`src/rtl/opb_status_bank.sv`:
```
// OPB slave exposing C_NUM_CH user status words, each with a live/snapshot value,
// a sticky OR-accumulated copy and a saturating transition counter on one watched bit.
module opb_status_bank #(
  parameter logic [31:0] C_BASEADDR   = 32'h01080300,
  parameter logic [31:0] C_HIGHADDR   = 32'h010803FF,
  parameter int          C_OPB_AWIDTH = 32,
  parameter int          C_OPB_DWIDTH = 32,
  parameter int          C_NUM_CH     = 4,
  parameter int          C_SNAPSHOT   = 1,
  parameter int          C_CNT_BIT    = 0
) (
  input  logic                      OPB_Clk,
  input  logic                      OPB_Rst,
  input  logic [0:C_OPB_AWIDTH-1]   OPB_ABus,
  input  logic [0:C_OPB_DWIDTH/8-1] OPB_BE,
  input  logic [0:C_OPB_DWIDTH-1]   OPB_DBus,
  input  logic                      OPB_RNW,
  input  logic                      OPB_select,
  input  logic                      OPB_seqAddr,
  output logic [0:C_OPB_DWIDTH-1]   Sl_DBus,
  output logic                      Sl_xferAck,
  output logic                      Sl_errAck,
  output logic                      Sl_retry,
  output logic                      Sl_toutSup,
  input  logic [32*C_NUM_CH-1:0]    user_data_in
);

  localparam logic [29:0] L_CTRL_OFF = 30'(4 * C_NUM_CH);

  logic [31:0]         w_addr;
  logic [31:0]         w_rel;
  logic [29:0]         w_off;
  logic [31:0]         w_wdata;
  logic [31:0]         w_rdata;
  logic                w_hit;
  logic                w_ack_d;
  logic                w_wr;
  logic                w_ctrl_wr;
  logic                w_snap_all;
  logic                w_clr_all;
  logic                w_unused;
  logic [31:0]         w_user       [C_NUM_CH];
  logic [31:0]         w_sticky_clr [C_NUM_CH];
  logic [C_NUM_CH-1:0] w_cnt_clr;
  logic [C_NUM_CH-1:0] w_edge;

  logic                r_ack;
  logic [31:0]         r_dbus;
  logic [31:0]         r_snap   [C_NUM_CH];
  logic [31:0]         r_sticky [C_NUM_CH];
  logic [31:0]         r_cnt    [C_NUM_CH];
  logic [C_NUM_CH-1:0] r_prev;

  assign w_addr     = OPB_ABus;
  assign w_wdata    = OPB_DBus;
  assign w_rel      = w_addr - C_BASEADDR;
  assign w_off      = w_rel[31:2];
  assign w_hit      = OPB_select && (w_addr >= C_BASEADDR) && (w_addr <= C_HIGHADDR);
  // Masking with r_ack forces a dead cycle between acks while select is held.
  assign w_ack_d    = w_hit && !r_ack;
  assign w_wr       = w_ack_d && !OPB_RNW;
  assign w_ctrl_wr  = w_wr && (w_off == L_CTRL_OFF);
  assign w_snap_all = w_ctrl_wr && OPB_DBus[C_OPB_DWIDTH-1];
  assign w_clr_all  = w_ctrl_wr && OPB_DBus[C_OPB_DWIDTH-2];
  assign w_unused   = &{1'b0, OPB_BE, OPB_seqAddr, w_rel[1:0]};

  assign Sl_xferAck = r_ack;
  assign Sl_DBus    = r_dbus;
  assign Sl_errAck  = 1'b0;
  assign Sl_retry   = 1'b0;
  assign Sl_toutSup = 1'b0;

  for (genvar g = 0; g < C_NUM_CH; g++) begin : g_user
    assign w_user[g] = user_data_in[32*g +: 32];
  end

  always_comb begin
    w_rdata = '0;
    for (int n = 0; n < C_NUM_CH; n++) begin
      w_edge[n]       = r_prev[n] != w_user[n][C_CNT_BIT];
      w_sticky_clr[n] = w_clr_all ? '1 : '0;
      w_cnt_clr[n]    = w_clr_all;
      if (w_wr && (w_off == 30'(4*n + 1))) w_sticky_clr[n] = w_wdata;
      if (w_wr && (w_off == 30'(4*n + 2))) w_cnt_clr[n]    = 1'b1;
      if (w_off == 30'(4*n))     w_rdata = (C_SNAPSHOT != 0) ? r_snap[n] : w_user[n];
      if (w_off == 30'(4*n + 1)) w_rdata = r_sticky[n];
      if (w_off == 30'(4*n + 2)) w_rdata = r_cnt[n];
    end
  end

  always_ff @(posedge OPB_Clk or posedge OPB_Rst) begin
    if (OPB_Rst) begin
      r_ack  <= 1'b0;
      r_dbus <= '0;
    end else begin
      r_ack  <= w_ack_d;
      r_dbus <= (w_ack_d && OPB_RNW) ? w_rdata : '0;
    end
  end

  // NOTE: the per-channel arrays are flops, not RAM, so they take the async reset like any other state.
  always_ff @(posedge OPB_Clk or posedge OPB_Rst) begin
    if (OPB_Rst) begin
      r_prev <= '0;
      for (int n = 0; n < C_NUM_CH; n++) begin
        r_snap[n]   <= '0;
        r_sticky[n] <= '0;
        r_cnt[n]    <= '0;
      end
    end else begin
      for (int n = 0; n < C_NUM_CH; n++) begin
        r_prev[n]   <= w_user[n][C_CNT_BIT];
        r_sticky[n] <= (r_sticky[n] & ~w_sticky_clr[n]) | w_user[n];
        if (w_snap_all) r_snap[n] <= w_user[n];
        if (w_cnt_clr[n]) begin
          r_cnt[n] <= w_edge[n] ? 32'd1 : 32'd0;
        end else if (w_edge[n] && (r_cnt[n] != '1)) begin
          r_cnt[n] <= r_cnt[n] + 32'd1;
        end
      end
    end
  end

endmodule
```
`config.mk`:
```
export PLATFORM = sky130hd
export DESIGN_NAME = opb_status_bank
export DESIGN_NICKNAME = d
export VERILOG_FILES = /design/src/rtl/opb_status_bank.sv
export SDC_FILE = /design/constraint.sdc
export NUM_CORES = 1
export LEC_CHECK = 0
export BUFFER_PORTS_ARGS = -buffer_cell sky130_fd_sc_hd__buf_2
export CORE_MARGIN = 5
export CORE_UTILIZATION = 25
export CTS_BUF_LIST = sky130_fd_sc_hd__clkbuf_4 sky130_fd_sc_hd__clkbuf_8
export DETAILED_ROUTE_END_ITERATION = 16
export PLACE_DENSITY = 0.5
export SYNTH_ARGS = -nofsm -noshare
export SYNTH_HDL_FRONTEND = slang
export SYNTH_SLANG_ARGS = --single-unit
```
`constraint.sdc`:
```
create_clock -name OPB_Clk -period 34.5 [get_ports OPB_Clk]
set_input_delay 6.9 -clock OPB_Clk [delete_from_list [all_inputs] [get_ports OPB_Clk]]
set_output_delay 6.9 -clock OPB_Clk [all_outputs]
set_load 0.05 [all_outputs]
```
==> results.md, run 1 <==
* Pre-antenna DRT Iters at 5
* Drt initial violations at 1700
* Ys async rst share at 1.00
* # H-tree levels at 3
* Layout cells sized above 1 at 0.213
* DR WL/cell at 23.5 um
* Static leakage at between 10 and 15 nW
* Ys flop type: dfrtp_1
* I/O pin count at around 240
* Finished Cell Area at between 20000 and 30000 um2
* Worst skew pair latency at ~0.7 ns
* Die Span Y at approximately 300 um
* Crit share post-route at 0.308
* Most frequent cell after synthesis: nand2_1
* Post-DP HPWL at around 63000 um
* Area grow syn2layout at 18.7%
* Status: completed
* Clk sinks at 421
* Post-CTS Hold Buffers at 0
* First-pass GRT wire length at around 130000 um
* RSZ-0062 raised after global routing: false
* Hold Worst Slack at between 0.4 and 0.5 ns
* Worst-path clk slew at around 0.060 ns
* DP Cell Count at 3721
* Clk buf depth at 3
* Initial antenna violation count at 42
* Final count of negative-setup-slack endpoints at 0
* Area leader, netlist: dfrtp_1
* Die W at ~300 um
* CP required at about 35 ns
* Type of the worst min-delay path: reg2reg
* Post-synthesis average cell area at 8.66 um2
* Post-route clock skew at between 0.04 and 0.05 ns
* Relative slew slack at 0.182
* Area after DPL at 23700 um2
* Type of destination of the critical path: register
* Vias in the first global route at 19500
* Non-Filler Instances at approximately 3900
* Fmax at between 0.09 and 0.1 GHz
* # resized after CTS at 0
* Pre-CTS WS at ~23 ns
* CP Max Fanout at 34
* Top post-synthesis cells by area: dfrtp_1 49%, nand2_1 12%, a31o_2 5.6%
* Number of CTS-inserted buffers at 80
* Most frequent cells after synthesis: 699 x nand2_1, 421 x dfrtp_1, 242 x nor2_1, 138 x a31o_2, 119 x clkbuf_1
* Total Neg Setup Slack at 0 ns
* Cell Area, Synth at 21500 um2
* Worst-Margin Slew at between 1 and 1.5 ns
* Port Buffers at roughly 230
* Post-route DRC violation count at 0
* Largest net degree at the start of global routing at 153
* Final wirelength at 91600 um
* Peak VDD IR at between 0.00002 and 0.00003 V
* Seq cells post-synth at roughly 420
* Netlist cell types at 66
* # rows at 107
* Final antenna-violating net count at 0
* Post-synth EDFFs at 0
* Top-area cell type share of the netlist area at 0.491
* CTS tree: done
* Initial Util at 0.252
* Register area share after synthesis at 0.491
* Gr ovfl total at 0
* GPL Wtd Cong at roughly 0.86
* Placeable core region at ~85000 um2
* CP Class: in2reg
* GRT Overall Usage at 0.195
* Max-cap violation count at 0
* Root Driver: clkbuf_8
* Vias per cell at between 5 and 6
* Syn Inst Count at between 2000 and 2500
* Slack of the critical path at between 20 and 25 ns
* Yosys warns at 0
* Min cycle time layout at ~11 ns
* Setup repair bufs after CTS at 0
* Worst path arrival time at 11.09 ns
* Power Density at 44.8 nW/um2
* Fin. max-slew vios at 0
* Worst Setup Start Kind: primary input
* Total number of vias at ~20000
* Die ar. at 91800 um2
* Final nets at approximately 2900
* Final hold violations at 0
[area by class of cell]
class                      instances  area [um2]
tap                             1144        1430
antenna                           23        57.6
sequential                       421       10500
clock inverter                     8        46.3
inverter                          29         116
clock buffer                     139        1640
timing repair buffer             266        1440
multi-input combinational       1861       10200
fill                            9293       59700
[where the power goes]
part           internal [W]  switching, W
Clock              0.000298      0.000226
Sequential         0.000508     0.0000225
Combinational     0.0000301     0.0000571
[critical path, stage by stage]
cell     delay (ns)
buf_2          0.11
nor4_2         0.64
nand4_1        1.11
buf_4          0.66
nor2_4         0.16
buf_4          0.36
nand2_1        0.09
nand2_1        0.07
o21ai_0        0.10
o41ai_1        0.76
[cell usage in the layout, fill, tap and decap left out, types with 9 or more instances in the layout]
cell,netlist,final
nand4_1,40,40
o32ai_1,21,21
o22ai_1,19,19
diode_2,0,23
a22oi_1,51,51
a311oi_1,11,11
nor3_1,56,55
clkbuf_4,0,43
a31o_2,138,138
a21oi_1,53,53
inv_1,29,28
nor4_1,31,30
o221ai_1,21,21
nand3_1,53,53
nand2_1,699,696
buf_4,3,39
or3_1,36,36
nor2_1,242,235
xor2_1,36,36
o41ai_1,9,9
and4_1,14,13
a31oi_1,42,42
xnor2_1,73,73
o21ai_0,67,66
and3_1,29,28
dfrtp_1,421,421
clkbuf_8,0,96
or4_1,9,9
buf_2,44,226
[flip-flops by register name (all words and copies together), names as in the netlist]
name / cells
r_sticky: 128
r_prev: 4
r_snap: 128
Sl_xferAck: 1
r_cnt: 128
Sl_DBus: 32
[logic make-up after synthesis]
logic type | count (synthesis) | synth area share
AO/OA/AOI/OAI | 490 | 0.168
XOR/XNOR | 109 | 0.0445
adder cells (fa/ha/maj) | 5 | 0.00280
buffers and inverters | 199 | 0.0380
flip-flops | 421 | 0.491
multiplexers | 7 | 0.00332
other | 1 | 0.000175
AND/OR/NAND/NOR | 1247 | 0.252
[per-layer routing]
| metal | routed length (um) | global-route usage | vias up |
|---|---|---|---|
| met5 | 115 | 0 | - |
| li1 | - | - | 9119 |
| met4 | 2750 | 0.0725 | 16 |
| met3 | 6400 | 0.0424 | 163 |
| met1 | 37900 | 0.249 | 9982 |
| met2 | 44400 | 0.323 | 655 |
[metrics by stage]
stage / util / power [W]
finish: 0.299 / 0.00114
global placement: 0.279 / 0.000625
floorplan: - / 0.000582
global route: 0.299 / 0.00119
CTS: 0.299 / 0.00115
detailed placement: 0.279 / 0.000626
[final timing paths]
kind	start	endpoint	slack [ns]	cells past startpoint
worst min-delay path	r_snap[64]	r_snap[64]	0.47	2
max in group asynchronous	OPB_Rst	r_snap[57]	25.97	4
min in group asynchronous	OPB_Rst	r_snap[102]	6.32	2
worst max-delay path	OPB_ABus[14]	Sl_DBus[3]	23.88	10
worst max register to register	Sl_xferAck	r_sticky[106]	31.03	6
worst min register to register	r_snap[64]	r_snap[64]	0.47	2
Note: power is estimated with default switching activity, not from simulation.
==> inputs of run 2 (changes only) <==
Settings changed: PLACE_DENSITY 0.5 to 0.51.
Clock period 34.5 ns to 9 ns, I/O delays scaled along.
==> results.md, run 2 (synthesized netlist as in run 1, its figures left out) <==
* CP Max Fanout at around 80
* CP endpoint: r_sticky[75]
* Drt initial violations at ~1900
* Type of destination of the critical path: register
* Port Buffers at ~230
* I/O pin count at 237
* Biggest regs: r_cnt (128), r_snap (128), r_sticky (128)
* Number of CTS-inserted buffers at 80
* GRT Overall Usage at 0.195
* Root Driver: clkbuf_8
* Die ar. at 91800 um2
* First-pass GRT wire length at around 130000 um
* Relative slew slack at 0.178
* Final hold violations at 0
* Setup crit start: OPB_ABus[8]
* RR Startpoint: Sl_xferAck
* Vias in the first global route at between 15000 and 20000
* # resized after CTS at 0
* Clk sinks at approximately 420
* Initial antenna violation count at 39
* Most frequent cells in the layout: 695 x nand2_1, 421 x dfrtp_1, 235 x nor2_1
* # H-tree levels at 3
* Min cycle time layout at between 5 and 6 ns
* CTS tree: done
* Most common cell after layout, fill and taps aside: nand2_1
* Hold Worst Slack at ~0.47 ns
* Post-route DRC violation count at 0
* Type of the worst min-delay path: reg2reg
* Fin. max-slew vios at 0
* CP required at ~9.5 ns
* Worst path arrival time at about 5.8 ns
* Total Neg Setup Slack at 0 ns
* Vias per cell at slightly above 5
* Status: completed
* GPL Wtd Cong at 0.839
* FF-to-FF End: r_sticky[75]
* Final wirelength at a little over 90000 um
* RSZ-0062 raised after global routing: false
* Final count of negative-setup-slack endpoints at 0
* R2R Setup Slk at approximately 5.4 ns
* Final nets at around 2900
* Pre-CTS WS at 3.21 ns
* CP Class: in2reg
* Initial Util at 0.252
* Layout cells sized above 1 at 0.214
* Area grow syn2layout at 19.4%
* Gr ovfl total at 0
* Worst skew pair latency at 0.68 ns
* Max-cap violation count at 0
* Post-route clock skew at 0.0348 ns
* Total number of vias at slightly below 20000
* # rows at between 100 and 150
* Power Density at around 180 nW/um2
* Slack of the critical path at approximately 3.8 ns
* Die W at between 300 and 400 um
* Placeable core region at ~85000 um2
* Crit share post-route at 0.580
* Worst-path clk slew at 0.06 ns
* Post-DP HPWL at roughly 63000 um
* Clk buf depth at 3
* Worst Setup Start Kind: primary input
* Setup repair bufs after CTS at 0
* Cell depth of the worst flop-to-flop path at 6
* Worst-Margin Slew at 1.23 ns
* Fmax at between 0.15 and 0.2 GHz
* Pre-antenna DRT Iters at 7
* DR WL/cell at roughly 24 um
* Peak VDD IR at slightly below 0.00009 V
* Largest net degree at the start of global routing at around 160
* Static leakage at between 10 and 15 nW
* Final antenna-violating net count at 0
* Post-CTS Hold Buffers at 0
* Die Span Y at just over 300 um
## run 2: where the power goes
part           leakage, nW  switching (W)  internal (W)  total, W
clock network        0.971       0.000875       0.00126   0.00214
registers             5.15      0.0000860       0.00195   0.00203
logic                 4.63       0.000217      0.000115  0.000332
## run 2: critical path, cell delays in order
cell	delay (ns)
buf_2	0.13
or4_1	0.55
a2111o_1	0.47
nor4_4	0.59
and2_1	0.59
nand2_4	0.49
buf_4	0.58
a31o_2	0.40
## run 2: layout make-up
| type | instances | area [um2] |
|---|---|---|
| Inverter | 29 | 113 |
| Antenna cell | 17 | 42.5 |
| Multi-Input combinational cell | 1861 | 10200 |
| Clock inverter | 10 | 129 |
| Sequential cell | 421 | 10500 |
| Fill cell | 9356 | 59500 |
| Tap cell | 1144 | 1430 |
| Timing Repair Buffer | 268 | 1460 |
| Clock buffer | 135 | 1690 |
## run 2: how the worst min path moves through the flow
stage	start	end	slack (ns)	cells after the start
after floorplan	r_snap[62]	r_snap[62]	0.44	2
after global placement	r_snap[73]	r_snap[73]	0.45	2
after detailed placement	r_snap[14]	r_snap[14]	0.46	2
after CTS	r_snap[14]	r_snap[14]	0.47	2
after global routing	r_snap[75]	r_snap[75]	0.48	2
final	r_snap[118]	r_snap[118]	0.47	2
## run 2: metal layers
metal / track usage / vias to the layer above / wire length, um
met1: 0.248 / 9967 / 37800
met5: 0 / - / 121
met3: 0.0456 / 166 / 6600
met2: 0.322 / 646 / 43400
li1: - / 9099 / -
met4: 0.0786 / 20 / 3480
## run 2: through the flow
| step | std cells | util | total power, W | area (um2) |
|---|---|---|---|---|
| 2_1_floorplan | 2481 | - | 0.00223 | 21500 |
| 3_3_place_gp | 3723 | 0.279 | 0.00240 | 23800 |
| 4_1_cts | 3868 | 0.300 | 0.00455 | 25600 |
| 3_5_place_dp | 3723 | 0.279 | 0.00240 | 23800 |
| 5_1_grt | 3876 | 0.301 | 0.00469 | 25600 |
| 6_report | 3885 | 0.301 | 0.00451 | 25600 |
